`src/rtl/panda_risc_v_clint_tmr.sv`:
```
// Machine timer (mtime/mtimecmp) and software interrupt (msip) behind an ICB slave port.
// Optional feature macro: PANDA_CLINT_MTIME_SNAP_EN -- a read of mtime[31:0] latches
// mtime[63:32] into a shadow that the following mtime[63:32] read returns.
module panda_risc_v_clint_tmr #(
   parameter int unsigned CLK_DIV          = 1,
   parameter int unsigned simulation_delay = 1
) (
   input  logic        clk,
   input  logic        resetn,
   input  logic [31:0] s_icb_cmd_addr,
   input  logic        s_icb_cmd_read,
   input  logic [31:0] s_icb_cmd_wdata,
   input  logic [3:0]  s_icb_cmd_wmask,
   input  logic        s_icb_cmd_valid,
   output logic        s_icb_cmd_ready,
   output logic [31:0] s_icb_rsp_rdata,
   output logic        s_icb_rsp_err,
   output logic        s_icb_rsp_valid,
   input  logic        s_icb_rsp_ready,
   output logic        tmr_itr_req,
   output logic        sw_itr_req
);

   // Register updates are zero-delay in RTL; simulation_delay is only range-checked here.
   if (CLK_DIV == 0 || CLK_DIV > 65535 || simulation_delay > 1000) begin : g_bad_param
      $error("panda_risc_v_clint_tmr: illegal CLK_DIV or simulation_delay");
   end

   localparam logic [15:0] DivLast = 16'(CLK_DIV - 1);

   typedef enum logic {StIdle, StRsp} bus_st_e;

   bus_st_e     st_q, st_d;
   logic [15:0] presc_q, presc_d;
   logic        tick;
   logic [63:0] mtime_q, mtime_d;
   logic [63:0] mtimecmp_q, mtimecmp_d;
   logic        msip_q, msip_d;
   logic        tmr_q;
   logic [31:0] rdata_q;
   logic        err_q;
   logic        cmd_fire;
   logic        wr_en;
   logic        rd_en;
   logic [2:0]  sel;
   logic [31:0] rd_data;
   logic        rd_err;
   logic [31:0] mtime_hi_rd;
   logic        unused_addr;

   assign sel         = s_icb_cmd_addr[4:2];
   assign unused_addr = ^{s_icb_cmd_addr[31:5], s_icb_cmd_addr[1:0]};
   assign wr_en       = cmd_fire & ~s_icb_cmd_read;
   assign rd_en       = cmd_fire & s_icb_cmd_read;
   assign tick        = (presc_q == DivLast);

   // Byte-masked merge of write data into an existing word.
   function automatic logic [31:0] merge_bytes(input logic [31:0] old_w,
                                               input logic [31:0] new_w,
                                               input logic [3:0]  mask);
      logic [31:0] res;
      for (int b = 0; b < 4; b++) begin
         res[8*b +: 8] = mask[b] ? new_w[8*b +: 8] : old_w[8*b +: 8];
      end
      return res;
   endfunction

`ifdef PANDA_CLINT_MTIME_SNAP_EN
   logic [31:0] mtime_hi_snap_q;

   // Capture the upper word together with each lower-word read.
   always_ff @(posedge clk or negedge resetn) begin
      if (!resetn) begin
         mtime_hi_snap_q <= '0;
      end else if (rd_en && (sel == 3'd0)) begin
         mtime_hi_snap_q <= mtime_q[63:32];
      end
   end

   assign mtime_hi_rd = mtime_hi_snap_q;
`else
   assign mtime_hi_rd = mtime_q[63:32];
`endif

   // Bus FSM next state: accept in idle, hold the response until rsp_ready.
   always_comb begin
      st_d     = st_q;
      cmd_fire = 1'b0;
      unique case (st_q)
         StIdle: begin
            if (s_icb_cmd_valid) begin
               cmd_fire = 1'b1;
               st_d     = StRsp;
            end
         end
         StRsp: begin
            if (s_icb_rsp_ready) st_d = StIdle;
         end
         default: st_d = StIdle;
      endcase
   end

   // Read mux over the pre-write register values.
   always_comb begin
      rd_data = '0;
      rd_err  = 1'b0;
      case (sel)
         3'd0:    rd_data = mtime_q[31:0];
         3'd1:    rd_data = mtime_hi_rd;
         3'd2:    rd_data = mtimecmp_q[31:0];
         3'd3:    rd_data = mtimecmp_q[63:32];
         3'd4:    rd_data = {31'd0, msip_q};
         default: rd_err  = 1'b1;
      endcase
   end

   // Timer next state: increment first, then written bytes override it.
   always_comb begin
      presc_d    = tick ? 16'd0 : presc_q + 16'd1;
      mtime_d    = mtime_q + 64'(tick);
      mtimecmp_d = mtimecmp_q;
      msip_d     = msip_q;
      if (wr_en) begin
         case (sel)
            3'd0: mtime_d[31:0]     = merge_bytes(mtime_d[31:0], s_icb_cmd_wdata,
                                                  s_icb_cmd_wmask);
            3'd1: mtime_d[63:32]    = merge_bytes(mtime_d[63:32], s_icb_cmd_wdata,
                                                  s_icb_cmd_wmask);
            3'd2: mtimecmp_d[31:0]  = merge_bytes(mtimecmp_q[31:0], s_icb_cmd_wdata,
                                                  s_icb_cmd_wmask);
            3'd3: mtimecmp_d[63:32] = merge_bytes(mtimecmp_q[63:32], s_icb_cmd_wdata,
                                                  s_icb_cmd_wmask);
            3'd4: begin
               if (s_icb_cmd_wmask[0]) msip_d = s_icb_cmd_wdata[0];
            end
            default: ;
         endcase
      end
   end

   // State registers for the timer, interrupts and bus response.
   always_ff @(posedge clk or negedge resetn) begin
      if (!resetn) begin
         st_q       <= StIdle;
         presc_q    <= '0;
         mtime_q    <= '0;
         mtimecmp_q <= '1;
         msip_q     <= 1'b0;
         tmr_q      <= 1'b0;
         rdata_q    <= '0;
         err_q      <= 1'b0;
      end else begin
         st_q       <= st_d;
         presc_q    <= presc_d;
         mtime_q    <= mtime_d;
         mtimecmp_q <= mtimecmp_d;
         msip_q     <= msip_d;
         tmr_q      <= (mtime_q >= mtimecmp_q);
         if (cmd_fire) begin
            rdata_q <= s_icb_cmd_read ? rd_data : 32'd0;
            err_q   <= rd_err;
         end
      end
   end

   assign s_icb_cmd_ready = (st_q == StIdle);
   assign s_icb_rsp_valid = (st_q == StRsp);
   assign s_icb_rsp_rdata = rdata_q;
   assign s_icb_rsp_err   = err_q;
   assign tmr_itr_req     = tmr_q;
   assign sw_itr_req      = msip_q;

endmodule

```
`config.mk`:
```
export PLATFORM = sky130hd
export DESIGN_NAME = panda_risc_v_clint_tmr
export DESIGN_NICKNAME = d
export VERILOG_FILES = /design/src/rtl/panda_risc_v_clint_tmr.sv
export SDC_FILE = /design/constraint.sdc
export NUM_CORES = 1
export LEC_CHECK = 0
export ABC_AREA = 1
export ABC_CLOCK_PERIOD_IN_PS = 3400
export BUFFER_PORTS_ARGS = -buffer_cell sky130_fd_sc_hd__buf_2
export CAP_MARGIN = 40
export CORE_MARGIN = 5
export CORE_UTILIZATION = 45
export DETAILED_ROUTE_END_ITERATION = 10
export SYNTH_ARGS = -nofsm -noshare
export SYNTH_HDL_FRONTEND = slang
export SYNTH_SLANG_ARGS = --single-unit
```
`constraint.sdc`:
```
create_clock -name clk -period 3.4 [get_ports clk]
set_input_delay 0.34 -clock clk [delete_from_list [all_inputs] [get_ports clk]]
set_output_delay 0.34 -clock clk [all_outputs]
set_load 0.005 [all_outputs]
```
==> metrics.md, run 1 <==
| Metric | Value |
|---|---|
| Drt wl/cell | 18.47 microns |
| Crit Path Category | reg -> reg |
| DR DRC count | 0 |
| CP max-delay cell | dfrtp_1 |
| Worst reg2reg path startpoint | presc_q[0] |
| Combinational Power Share | around 27% |
| Minimum hold slack | around 0.097 ns |
| Final non-filler cell total | 1993 |
| DIE AREA | 29010 sq um |
| Fin. max-slew vios | 0 |
| Critical path buffers and inverters | 3 |
| TritonCTS clock tree | yes |
| Leak pwr | a little over 6 nW |
| CP Capture Type | register |
| Setup violators final | 0 |
| Total power | 0.007084 W |
| DRT Pass-1 Iters | 6 |
| Final hold violations | 0 |
| PortBufs | 80 |
| Reg2reg setup slack | 0.34 ns |
| Worst-skew pair later-pin latency | 0.44 ns |
| Vias in the first global route | 10.36k |
| Hold path cells | 2 |
| Worst min-delay path class | in -> reg |
| Root Driver | clkbuf_16 |
| Crit-path max FO | 5 |
| DP HPWL | 28400 microns |
| R2r endpoint | mtime_q[38] |
| Sequential share of power | 42.1% |
| Drt total wl | about 37000 microns |
| Wl on met1 | 16810 microns |
| GRT Util Overall | 25.85% |
| Worst path most repeated cell | ha_1 |
| Switching part of the total | 37.60% |
| Filler instances | about 2.6k |
| Top layer in use | met4 |
| CP delay by family, top | simple AND/OR/NAND/NOR gates |
| Largest cells by area after synthesis | dfrtp_1 (25%), dfstp_2 (15%), nand2_1 (13%), inv_1 (7.6%), ha_1 (7.4%) |
| Number of placement rows | 58 |
| Hold EP | s_icb_rsp_valid |
| Initial antenna violation count | 0 |
| Final clock skew | 0.01598 ns |
| Global-route wire length before repair | between 50000 and 60000 microns |
| Post-Synthesis Cells | 1572 |
| P_sw | between 0.002 and 0.003 W |
| Antenna-violating nets left | 0 |
| Power share of the clock group | a little under a third |
| Die Ht | 170.3 microns |
| Area Overhead vs Synth | 12.16% |
| Most common cell after layout, fill and taps aside | nand2_1 |
| Met2 WL | 16900 microns |
| Grt total ovfl | 0 |
| Max Fclk | 327.1 MHz |
| Initial cell density of the core | 45.80% |
| # diodes | 0 |
| Status | completed |
| CP arrival | 3.36 ns |
| Critical Path Start | presc_q[0] |
| Placer Congestion | 0.9652 |
| NumNets Final | 1791 |
| Num CTS Buffers | 17 |
| Power per cell area | roughly 550 nW/um^2 |
| Synthesized area per cell | 7.358 sq um |
| Number of gates resized after cts | 0 |
| Routed via count | around 11k |
| Area post-placement | 12330 sq um |
| DP Cell Count | 1960 |
| Flops & latches, synth | 180 |
| Commonest non-fill, non-tap cells in the layout | nand2_1 (398), inv_1 (235), nor2_1 (160) |
| CTS sink cnt | 180 |
| Shortest period the worst path allows | 3.057 ns |
| Worst slew pin tran | 0.7450 ns |
| Pint | about 0.0044 W |
| Critical path depth | 15 |
| Area share of the largest cell type after synthesis | 25.09% |
| Worst hold start | s_icb_rsp_ready |
| CP Launch Type | register |
| Synth warn | 0 |
| Die width | 170.3 microns |
| H-Tree Depth | 4 |
| Cell area after layout | 12970 sq um |
| Area leader, netlist | dfrtp_1 |
| VDD IR-drop max | 0.3588 mV |
| Setup_tns | 0 ns |
| Slowest Stage Delay on Critical Path | 0.42 ns |
| Critical-path cell list | inv_1 > ha_1 > nand3_1 > nor4_1 > buf_4 > ha_1 > ha_1 > inv_1 > nor2_4 > nand2_4 > nor2_4 > nand3_1 > xor2_1 > nand2_1 > o21ai_1 |
| Max-Cap Viols | 0 |
| Met3 wire length | 2175 microns |
| Core area | 25250 sq um |
| Cell variety after synth | 33 |
| Critical Path RT | 3.70 ns |
| Clock Tree Buf Depth | 2 |
| Syn Std Cell Area | 11570 sq um |
| Clk slew on worst S/H paths | 0.08 ns |
| I/O pin count | 110 |
| Tcrit/Tclk final | 89.91% |
| Ratio of cells with drive above 1 in the final layout | 15.51% |
| Syn Nets | around 1.7k |
| Largest net degree at the start of global routing | 87 |
| Worst reg-to-reg path cell count | 15 |
| RSZ-0062 raised after global routing | no |
| Vias per Instance | 5.332 |
| Iter 0 DRT Violations | ~930 |
| Slew headroom | 50.33% |
| Seq/Total Area, Yosys | 39.63% |
state kept, by name, summed over array words and instances, names as in the netlist:
| name | cells |
|---|---|
| presc_q | 16 |
| s_icb_rsp_rdata | 32 |
| s_icb_rsp_err | 1 |
| tmr_itr_req | 1 |
| s_icb_rsp_valid | 1 |
| mtimecmp_q | 64 |
| sw_itr_req | 1 |
| mtime_q | 64 |
cells by family (layout without fill, tap and decap cells):
logic type      count (synthesis)  count (layout)  synth area share, %
simple gates                  730             730                27.79
buf+inv                       279             370                9.292
compound gates                276             276                12.98
flops                         180             180                39.63
fa+ha+maj                      68              68                7.355
xor+xnor                       39              39                2.953
routing by layer:
layer	vias to the layer above	GRT usage [%]
li1	5206	-
met1	5001	35.88
met2	371	42.45
met3	48	3.693
met4	0	7.118
met5	-	0
power groups by stage:
stage | registers (W) | logic [W] | clock network [W]
final | 0.00298 | 0.00194 | 0.00217
after detailed placement | 0.00300 | 0.00192 | 0
after global routing | 0.00303 | 0.00224 | 0.00229
after global placement | 0.00300 | 0.00187 | 0
after CTS | 0.00297 | 0.00193 | 0.00221
after floorplan | 0.00287 | 0.00137 | 0
Yosys cell counts (all sizes together):
cell    count
a211oi     12
a21oi      40
and2        4
buf        23
clkbuf     12
dfrtp     116
dfstp      64
ha         68
inv       244
nand2     421
nand3      75
nand3b      5
nand4      23
nor2      187
nor3       12
nor4        3
o21a        5
o21ai     172
o221ai      3
o22ai      44
xnor2       2
xor2       37
final cells by class:
class | count | area [sq um] | area share [%]
tap | 330 | 412.9 | 3.183
multi-input combinational | 1113 | 5908 | 45.54
inverter | 244 | 915.9 | 7.059
sequential | 180 | 4584 | 35.34
clock buffer | 17 | 425.4 | 3.279
clock inverter | 15 | 210.2 | 1.620
timing repair buffer | 94 | 516.7 | 3.983
metrics by stage:
stage	util (%)	setup WS (ns)
2_1_floorplan	-	0.7656
3_3_place_gp	48.82	0.4372
3_5_place_dp	48.82	0.3727
4_1_cts	51.37	0.3460
5_1_grt	51.37	0.1335
6_report	51.37	0.3430
worst max path at each step:
stage | end | slack, ns
after global placement | mtime_q[40] | 0.44
final | mtime_q[38] | 0.34
after global routing | mtime_q[40] | 0.13
after floorplan | mtime_q[34] | 0.77
after detailed placement | mtime_q[40] | 0.37
after CTS | mtime_q[40] | 0.35
what timing repair did:
item,in CTS,in global routing
hold buffers,1,0
hold endpoints to repair,13,0
setup buffers,0,0
(Power assumes the default switching activity.)
==> run 2, diff against run 1 <==
--- a/config.mk
+++ b/config.mk
@@ -6,12 +6,13 @@
 export NUM_CORES = 1
 export LEC_CHECK = 0
 export ABC_AREA = 1
-export ABC_CLOCK_PERIOD_IN_PS = 3400
+export ABC_CLOCK_PERIOD_IN_PS = 3100
 export BUFFER_PORTS_ARGS = -buffer_cell sky130_fd_sc_hd__buf_2
 export CAP_MARGIN = 40
 export CORE_MARGIN = 5
 export CORE_UTILIZATION = 45
 export DETAILED_ROUTE_END_ITERATION = 10
+export PLACE_DENSITY = 0.64
 export SYNTH_ARGS = -nofsm -noshare
 export SYNTH_HDL_FRONTEND = slang
 export SYNTH_SLANG_ARGS = --single-unit
==> constraint.sdc (replaced) <==
create_clock -name clk -period 3.1 [get_ports clk]
set_input_delay 0.31 -clock clk [delete_from_list [all_inputs] [get_ports clk]]
set_output_delay 0.31 -clock clk [all_outputs]
set_load 0.005 [all_outputs]
==> metrics.md, run 2 (synthesis gave the netlist of run 1 again) <==
| Metric | Value |
|---|---|
| Final core occ | 51.49% (+0.12 points) |
| Drt wl/cell | 18.40 microns (-0.36%) |
| Worst slew pin tran | 0.8229 ns (+0.07788 ns) |
| Setup Fix Bufs, Post-CTS | 0 (unchanged) |
| Reg2reg setup slack | 0.24 ns (-0.10 ns) |
| Setup violators final | 0 (unchanged) |
| Clk slew on worst S/H paths | 0.08 ns (about the same) |
| Grt total ovfl | 0 (unchanged) |
| Vias per Instance | 5.381 (+0.92%) |
| Largest net degree at the start of global routing | 95 (+9.2%) |
| FF/Latch Area | 4584 sq um (unchanged) |
| Leak pwr | 6.085 nW (+0.21%) |
| Global-route wire length before repair | 57140 microns (-1.8%) |
| Crit Path Category | reg -> reg |
| Power per cell area | 599.6 nW/um^2 (+9.8%) |
| Power share of the clock group | 30.8% (+0.2 points) |
| Pint | 0.004857 W (+9.9%) |
| Fin. max-slew vios | 0 (unchanged) |
| Commonest non-fill, non-tap cells in the layout | nand2_1 (398), inv_1 (235), nor2_1 (160) |
| Combinational Power Share | 27.4% (about the same) |
| Max-Cap Viols | 0 (unchanged) |
| CP max-delay cell | dfrtp_1 |
| Max Fclk | 349.7 MHz (+6.9%) |
| Critical Path RT | 3.44 ns (-0.26 ns) |
| GRT Util Overall | 25.40% (-0.44 points) |
| NumNets Final | 1792 (+0.056%) |
| P_sw | 0.002940 W (+10%) |
| Ratio of cells with drive above 1 in the final layout | 15.56% (+0.051 points) |
| R2r endpoint | mtime_q[61] |
| DR DRC count | 0 (unchanged) |
| Worst path most repeated cell | nand3_1 |
| DRT Pass-1 Iters | 7 (+1) |
| Worst min-delay path class | in -> reg |
| Antenna-violating nets left | 0 (unchanged) |
| TritonCTS clock tree | yes |
| Num CTS Buffers | 17 (unchanged) |
| Die width | 170.3 microns (unchanged) |
| Area Overhead vs Synth | 12.42% |
| Root Driver | clkbuf_16 |
| Placer Congestion | 1.009 (+4.5%) |
| Worst hold start | s_icb_rsp_ready |
| Routed via count | 10.73k (+0.97%) |
| Tcrit/Tclk final | 92.25% (+2.3 points) |
| Iter 0 DRT Violations | 861 (-7.2%) |
| Number of placement rows | 58 (unchanged) |
| Initial antenna violation count | 0 (unchanged) |
| # diodes | 0 (unchanged) |
| Slowest Stage Delay on Critical Path | 0.42 ns (about the same) |
| Filler instances | 2544 (-0.27%) |
| RSZ-0062 raised after global routing | no |
| Critical path buffers and inverters | 3 (unchanged) |
| DP HPWL | 28100 microns (-1.1%) |
| Hold EP | s_icb_rsp_valid |
| Final hold violations | 0 (unchanged) |
| Drt total wl | 36700 microns (-0.31%) |
| Status | completed |
| Worst-skew pair later-pin latency | 0.45 ns (about the same) |
| Critical path depth | 16 (+1) |
| I/O pin count | 110 (unchanged) |
| CP arrival | 3.20 ns (-0.16 ns) |
| Crit-path max FO | 4 (-1) |
| Sequential share of power | 41.8% (-0.3 points) |
| Multi-input logic area | 5908 sq um (unchanged) |
| Initial cell density of the core | 45.80% (unchanged) |
| Worst reg-to-reg path cell count | 16 (+1) |
| H-Tree Depth | 4 (unchanged) |
| CTS sink cnt | 180 (unchanged) |
| Hold path cells | 2 (unchanged) |
| PortBufs | 80 (unchanged) |
| Die Ht | 170.3 microns (unchanged) |
| Most common cell after layout, fill and taps aside | nand2_1 |
| Final clock skew | 0.01375 ns (-0.002233 ns) |
| Clock Tree Buf Depth | 2 (unchanged) |
| Core area | 25250 sq um (unchanged) |
| CP delay by family, top | simple AND/OR/NAND/NOR gates |
| Slew headroom | 45.14% (-5.2 points) |
| VDD IR-drop max | 0.3661 mV (+2.0%) |
| Setup_tns | 0 ns (unchanged) |
| Critical-path cell list | inv_1 > ha_1 > nand3_1 > nor4_1 > buf_4 > ha_1 > buf_4 > nand3_1 > nor2_2 > nand3_2 > nor2_2 > nand2_2 > nor2_1 > nand2_1 > nand3_1 > nand2_1 |
| CP Capture Type | register |
| Switching part of the total | 37.71% (+0.11 points) |
| CP Launch Type | register |
| Shortest period the worst path allows | 2.860 ns (-0.1973 ns) |
| Vias in the first global route | 10.27k (-0.83%) |
| DIE AREA | 29010 sq um (unchanged) |
| Worst reg2reg path startpoint | presc_q[0] |
-- run 2: cell count changes in the layout (fill, tap and decap cells not counted) --
cell	delta
inv_8	-1
clkinv_4	-1
inv_6	+2
buf_4	-1
buf_12	+2
-- run 2: per-stage QoR --
step	setup WS (ns)	cell area, sq um	std cells	hold WS, ns	total power [W]
after floorplan	0.4656	11570	1572	0.01441	0.004652
after global routing	0.06633	13000	1994	0.04748	0.008278
after CTS	0.2611	13000	1994	0.02380	0.007814
final	0.2404	13000	1994	0.03141	0.007798
after global placement	0.3155	12360	1961	0.4476	0.005340
after detailed placement	0.2920	12360	1961	0.4490	0.005402
-- run 2: routing by layer --
metal / routed length [microns] / global-route usage [%] / vias to the layer above
li1: - / - / 5216
met1: 16320 / 34.20 / 5075
met2: 16870 / 40.84 / 360
met3: 2348 / 5.110 / 78
met4: 1158 / 9.063 / 0
met5: 0 / 0 / -
-- run 2: worst max path at each step --
| stage | from | endpoint | slack (ns) |
|---|---|---|---|
| finish | presc_q[0] | mtime_q[61] | 0.24 |
| global route | presc_q[0] | mtime_q[61] | 0.07 |
| CTS | presc_q[0] | mtime_q[40] | 0.26 |
| detailed placement | presc_q[0] | mtime_q[40] | 0.29 |
| global placement | presc_q[0] | mtime_q[54] | 0.32 |
| floorplan | presc_q[8] | mtime_q[34] | 0.47 |
-- run 2: worst register-to-register path: stages, from the launching register on --
cell and delay, ns:
dfrtp_1 0.42, inv_1 0.07, ha_1 0.14, nand3_1 0.07, nor4_1 0.26, buf_4 0.18, ha_1 0.21, buf_4 0.16
nand3_1 0.14, nor2_2 0.25, nand3_2 0.19, nor2_2 0.30, nand2_2 0.10, nor2_1 0.10, nand2_1 0.05, nand3_1 0.08
nand2_1 0.05
-- run 2: power groups by stage --
stage / registers, W / logic, W / clock network (W)
4_1_cts: 0.00325 / 0.00213 / 0.00243
5_1_grt: 0.00331 / 0.00245 / 0.00251
3_3_place_gp: 0.00328 / 0.00206 / 0
2_1_floorplan: 0.00315 / 0.00151 / 0
6_report: 0.00326 / 0.00214 / 0.00240
3_5_place_dp: 0.00329 / 0.00211 / 0
-- run 2: layout make-up --
type | instances | share of cell area, %
clock inverters | 15 | 1.597
inverters | 244 | 7.043
repair buffers | 95 | 4.224
multi-input cells | 1113 | 45.43
well taps | 330 | 3.175
flip-flops and latches | 180 | 35.25
clock buffers | 17 | 3.271
-- run 2: timing repair --
action                                 in CTS  in global routing
endpoints found under the hold margin      30                  0
hold buffers                                1                  0
resized for setup                           0                  0
==> run 3, diff against run 2 <==
--- a/config.mk
+++ b/config.mk
@@ -6,10 +6,10 @@
 export NUM_CORES = 1
 export LEC_CHECK = 0
 export ABC_AREA = 1
-export ABC_CLOCK_PERIOD_IN_PS = 3100
+export ABC_CLOCK_PERIOD_IN_PS = 3300
 export BUFFER_PORTS_ARGS = -buffer_cell sky130_fd_sc_hd__buf_2
 export CAP_MARGIN = 40
-export CORE_MARGIN = 5
+export CORE_MARGIN = 2
 export CORE_UTILIZATION = 45
 export DETAILED_ROUTE_END_ITERATION = 10
 export PLACE_DENSITY = 0.64
==> constraint.sdc (replaced) <==
create_clock -name clk -period 3.3 [get_ports clk]
set_input_delay 0.495 -clock clk [delete_from_list [all_inputs] [get_ports clk]]
set_output_delay 0.495 -clock clk [all_outputs]
set_load 0.005 [all_outputs]
==> metrics.md, run 3 (synthesis gave the netlist of run 1 again) <==
| Metric | Value |
|---|---|
| DP Cell Count | 1962 (+0.051%) |
| Commonest non-fill, non-tap cells in the layout | nand2_1 (398), inv_1 (235), nor2_1 (160) |
| CP Launch Type | register |
| Grt total ovfl | 0 (unchanged) |
| Slew headroom | 60.34% (+15 points) |
| CTS sink cnt | 180 (unchanged) |
| DR DRC count | 0 (unchanged) |
| Status | completed |
| GRT Util Overall | 27.92% (+2.5 points) |
| Power per cell area | 565.1 nW/um^2 (-5.8%) |
| DRT Pass-1 Iters | 6 (-1) |
| Combinational Power Share | 27.4% (about the same) |
| Num CTS Buffers | 17 (unchanged) |
| Worst path most repeated cell | ha_1 |
| Core area | 25180 sq um (-0.29%) |
| Crit Path Category | reg -> reg |
| Fin. max-slew vios | 0 (unchanged) |
| Sequential share of power | 41.6% (-0.2 points) |
| CP arrival | 3.34 ns (+0.14 ns) |
| Ratio of cells with drive above 1 in the final layout | 15.62% (+0.051 points) |
| Iter 0 DRT Violations | 832 (-3.4%) |
| Critical path buffers and inverters | 3 (unchanged) |
| Cell area after layout | 13040 sq um (+0.25%) |
| Critical Path RT | 3.63 ns (+0.19 ns) |
| Antenna-violating nets left | 0 (unchanged) |
| Area Overhead vs Synth | 12.70% |
| Max Fclk | 332.0 MHz (-5.1%) |
| Multi-input logic area | 5908 sq um (unchanged) |
| Pint | 0.004622 W (-4.8%) |
| Worst slew pin tran | 0.5935 ns (-0.2294 ns) |
| Drt total wl | 36210 microns (-1.3%) |
| H-Tree Depth | 4 (unchanged) |
| Shortest period the worst path allows | 3.012 ns (+0.1527 ns) |
| Vias per Instance | 5.355 (-0.48%) |
| Crit-path max FO | 6 (+2) |
| Die Ht | 164.3 microns (-3.5%) |
| Initial antenna violation count | 0 (unchanged) |
| Clock Tree Buf Depth | 2 (unchanged) |
| Setup_tns | 0 ns (unchanged) |
| Switching part of the total | 37.25% (-0.46 points) |
| CP Capture Type | register |
| TritonCTS clock tree | yes |
| Leak pwr | 6.097 nW (+0.18%) |
| P_sw | 0.002744 W (-6.7%) |
| Root Driver | clkbuf_16 |
| Post-Place Worst Slack | 0.3726 ns (+0.08058 ns) |
| VDD IR-drop max | 0.3522 mV (-3.8%) |
| FF/Latch Area | 4584 sq um (unchanged) |
| Placer Congestion | 0.9762 (-3.2%) |
| Final non-filler cell total | 1995 (+0.050%) |
| DIE AREA | 27000 sq um (-6.9%) |
| Tcrit/Tclk final | 91.28% (-0.96 points) |
| Slowest Stage Delay on Critical Path | 0.42 ns (about the same) |
| NumNets Final | 1793 (+0.056%) |
| Critical-path cell list | inv_1 > ha_1 > nand3_1 > nor4_1 > buf_4 > ha_1 > ha_1 > inv_1 > nor2_4 > nand2_2 > nor2_4 > nand3_1 > xor2_1 > nand2_1 > nand2_1 |
| Vias in the first global route | 10.43k (+1.5%) |
| Clk slew on worst S/H paths | 0.08 ns (about the same) |
| Final hold violations | 0 (unchanged) |
| Final clock skew | 0.01044 ns (-0.003307 ns) |
| Max-Cap Viols | 0 (unchanged) |
| Largest net degree at the start of global routing | 91 (-4.2%) |
| PortBufs | 80 (unchanged) |
| Initial cell density of the core | 45.94% (+0.13 points) |
| Filler instances | 2522 (-0.86%) |
| Drt wl/cell | 18.15 microns (-1.4%) |
| Routed via count | 10.68k (-0.43%) |
| Setup violators final | 0 (unchanged) |
| CP max-delay cell | dfrtp_1 |
| Post-route worst setup slack | 0.2876 ns (+0.04726 ns) |
| Power share of the clock group | 31.0% (+0.2 points) |
| Most common cell after layout, fill and taps aside | nand2_1 |
| # diodes | 0 (unchanged) |
| CP delay by family, top | simple AND/OR/NAND/NOR gates |
| Global-route wire length before repair | 57190 microns (about the same) |
| RSZ-0062 raised after global routing | no |
| I/O pin count | 110 (unchanged) |
| Worst min-delay path class | in -> reg |
| Die width | 164.3 microns (-3.5%) |
| Area post-placement | 12390 sq um (+0.20%) |
| Number of placement rows | 58 (unchanged) |
| Worst-skew pair later-pin latency | 0.45 ns (about the same) |
| DP HPWL | 27920 microns (-0.61%) |
run 3: path summary, 6_finish.rpt:
path / end / cells past startpoint / slack (ns) / from
max in group asynchronous: mtimecmp_q[37] / 4 / 2.03 / resetn
worst max-delay path: mtime_q[48] / 15 / 0.29 / presc_q[0]
worst min-delay path: s_icb_rsp_valid / 2 / 0.23 / s_icb_rsp_ready
worst min register to register: presc_q[15] / 1 / 0.47 / presc_q[15]
min in group asynchronous: s_icb_rsp_rdata[17] / 3 / 0.55 / resetn
worst max register to register: mtime_q[48] / 15 / 0.29 / presc_q[0]
run 3: per-layer routing:
metal | wire, microns | part of all wire [%] | vias up | global-route usage, %
li1 | - | - | 5211 | -
met1 | 16600 | 46 | 5124 | 38.75
met2 | 16860 | 47 | 292 | 45.34
met3 | 1800 | 5.0 | 56 | 3.586
met4 | 949 | 2.6 | 0 | 8.732
met5 | 0 | 0 | - | 0
run 3: area by class of cell:
type                            count  share of cell area [%]
Sequential cell                   180                   35.17
Multi-Input combinational cell   1113                   45.32
Clock inverter                     15                   1.651
Timing Repair Buffer               96                   4.405
Tap cell                          330                   3.167
Clock buffer                       17                   3.263
Inverter                          244                   7.026
run 3: worst reg2reg max path: stages, from the launching register on:
cell and delay (ns):
dfrtp_1 0.42, inv_1 0.07, ha_1 0.14, nand3_1 0.08, nor4_1 0.27, buf_4 0.18
ha_1 0.17, ha_1 0.25, inv_1 0.12, nor2_4 0.19, nand2_2 0.15, nor2_4 0.27
nand3_1 0.24, xor2_1 0.20, nand2_1 0.08, nand2_1 0.07
run 3: power groups by stage:
stage	registers [W]	logic, W	clock network (W)
final	0.00307	0.00202	0.00228
after global routing	0.00312	0.00232	0.00241
after CTS	0.00306	0.00201	0.00232
after detailed placement	0.00309	0.00199	0
after global placement	0.00308	0.00192	0
after floorplan	0.00295	0.00142	0
run 3: stage by stage:
step                      total power [W]  hold slack [ns]  utilization (%)
after floorplan                  0.004370           0.1994                -
after global placement           0.005006           0.4607            49.08
after detailed placement         0.005085           0.4598            49.19
after CTS                        0.007388           0.2091            51.77
after global routing             0.007847           0.2515            51.77
final                            0.007366           0.2269            51.77
run 3: what timing repair did:
action                                  in CTS  in global routing
setup buffers                                0                  0
endpoints found under the hold margin       15                  0
hold buffers                                 1                  0
resized for setup                            0                  0
endpoints found under the setup margin       0                  0
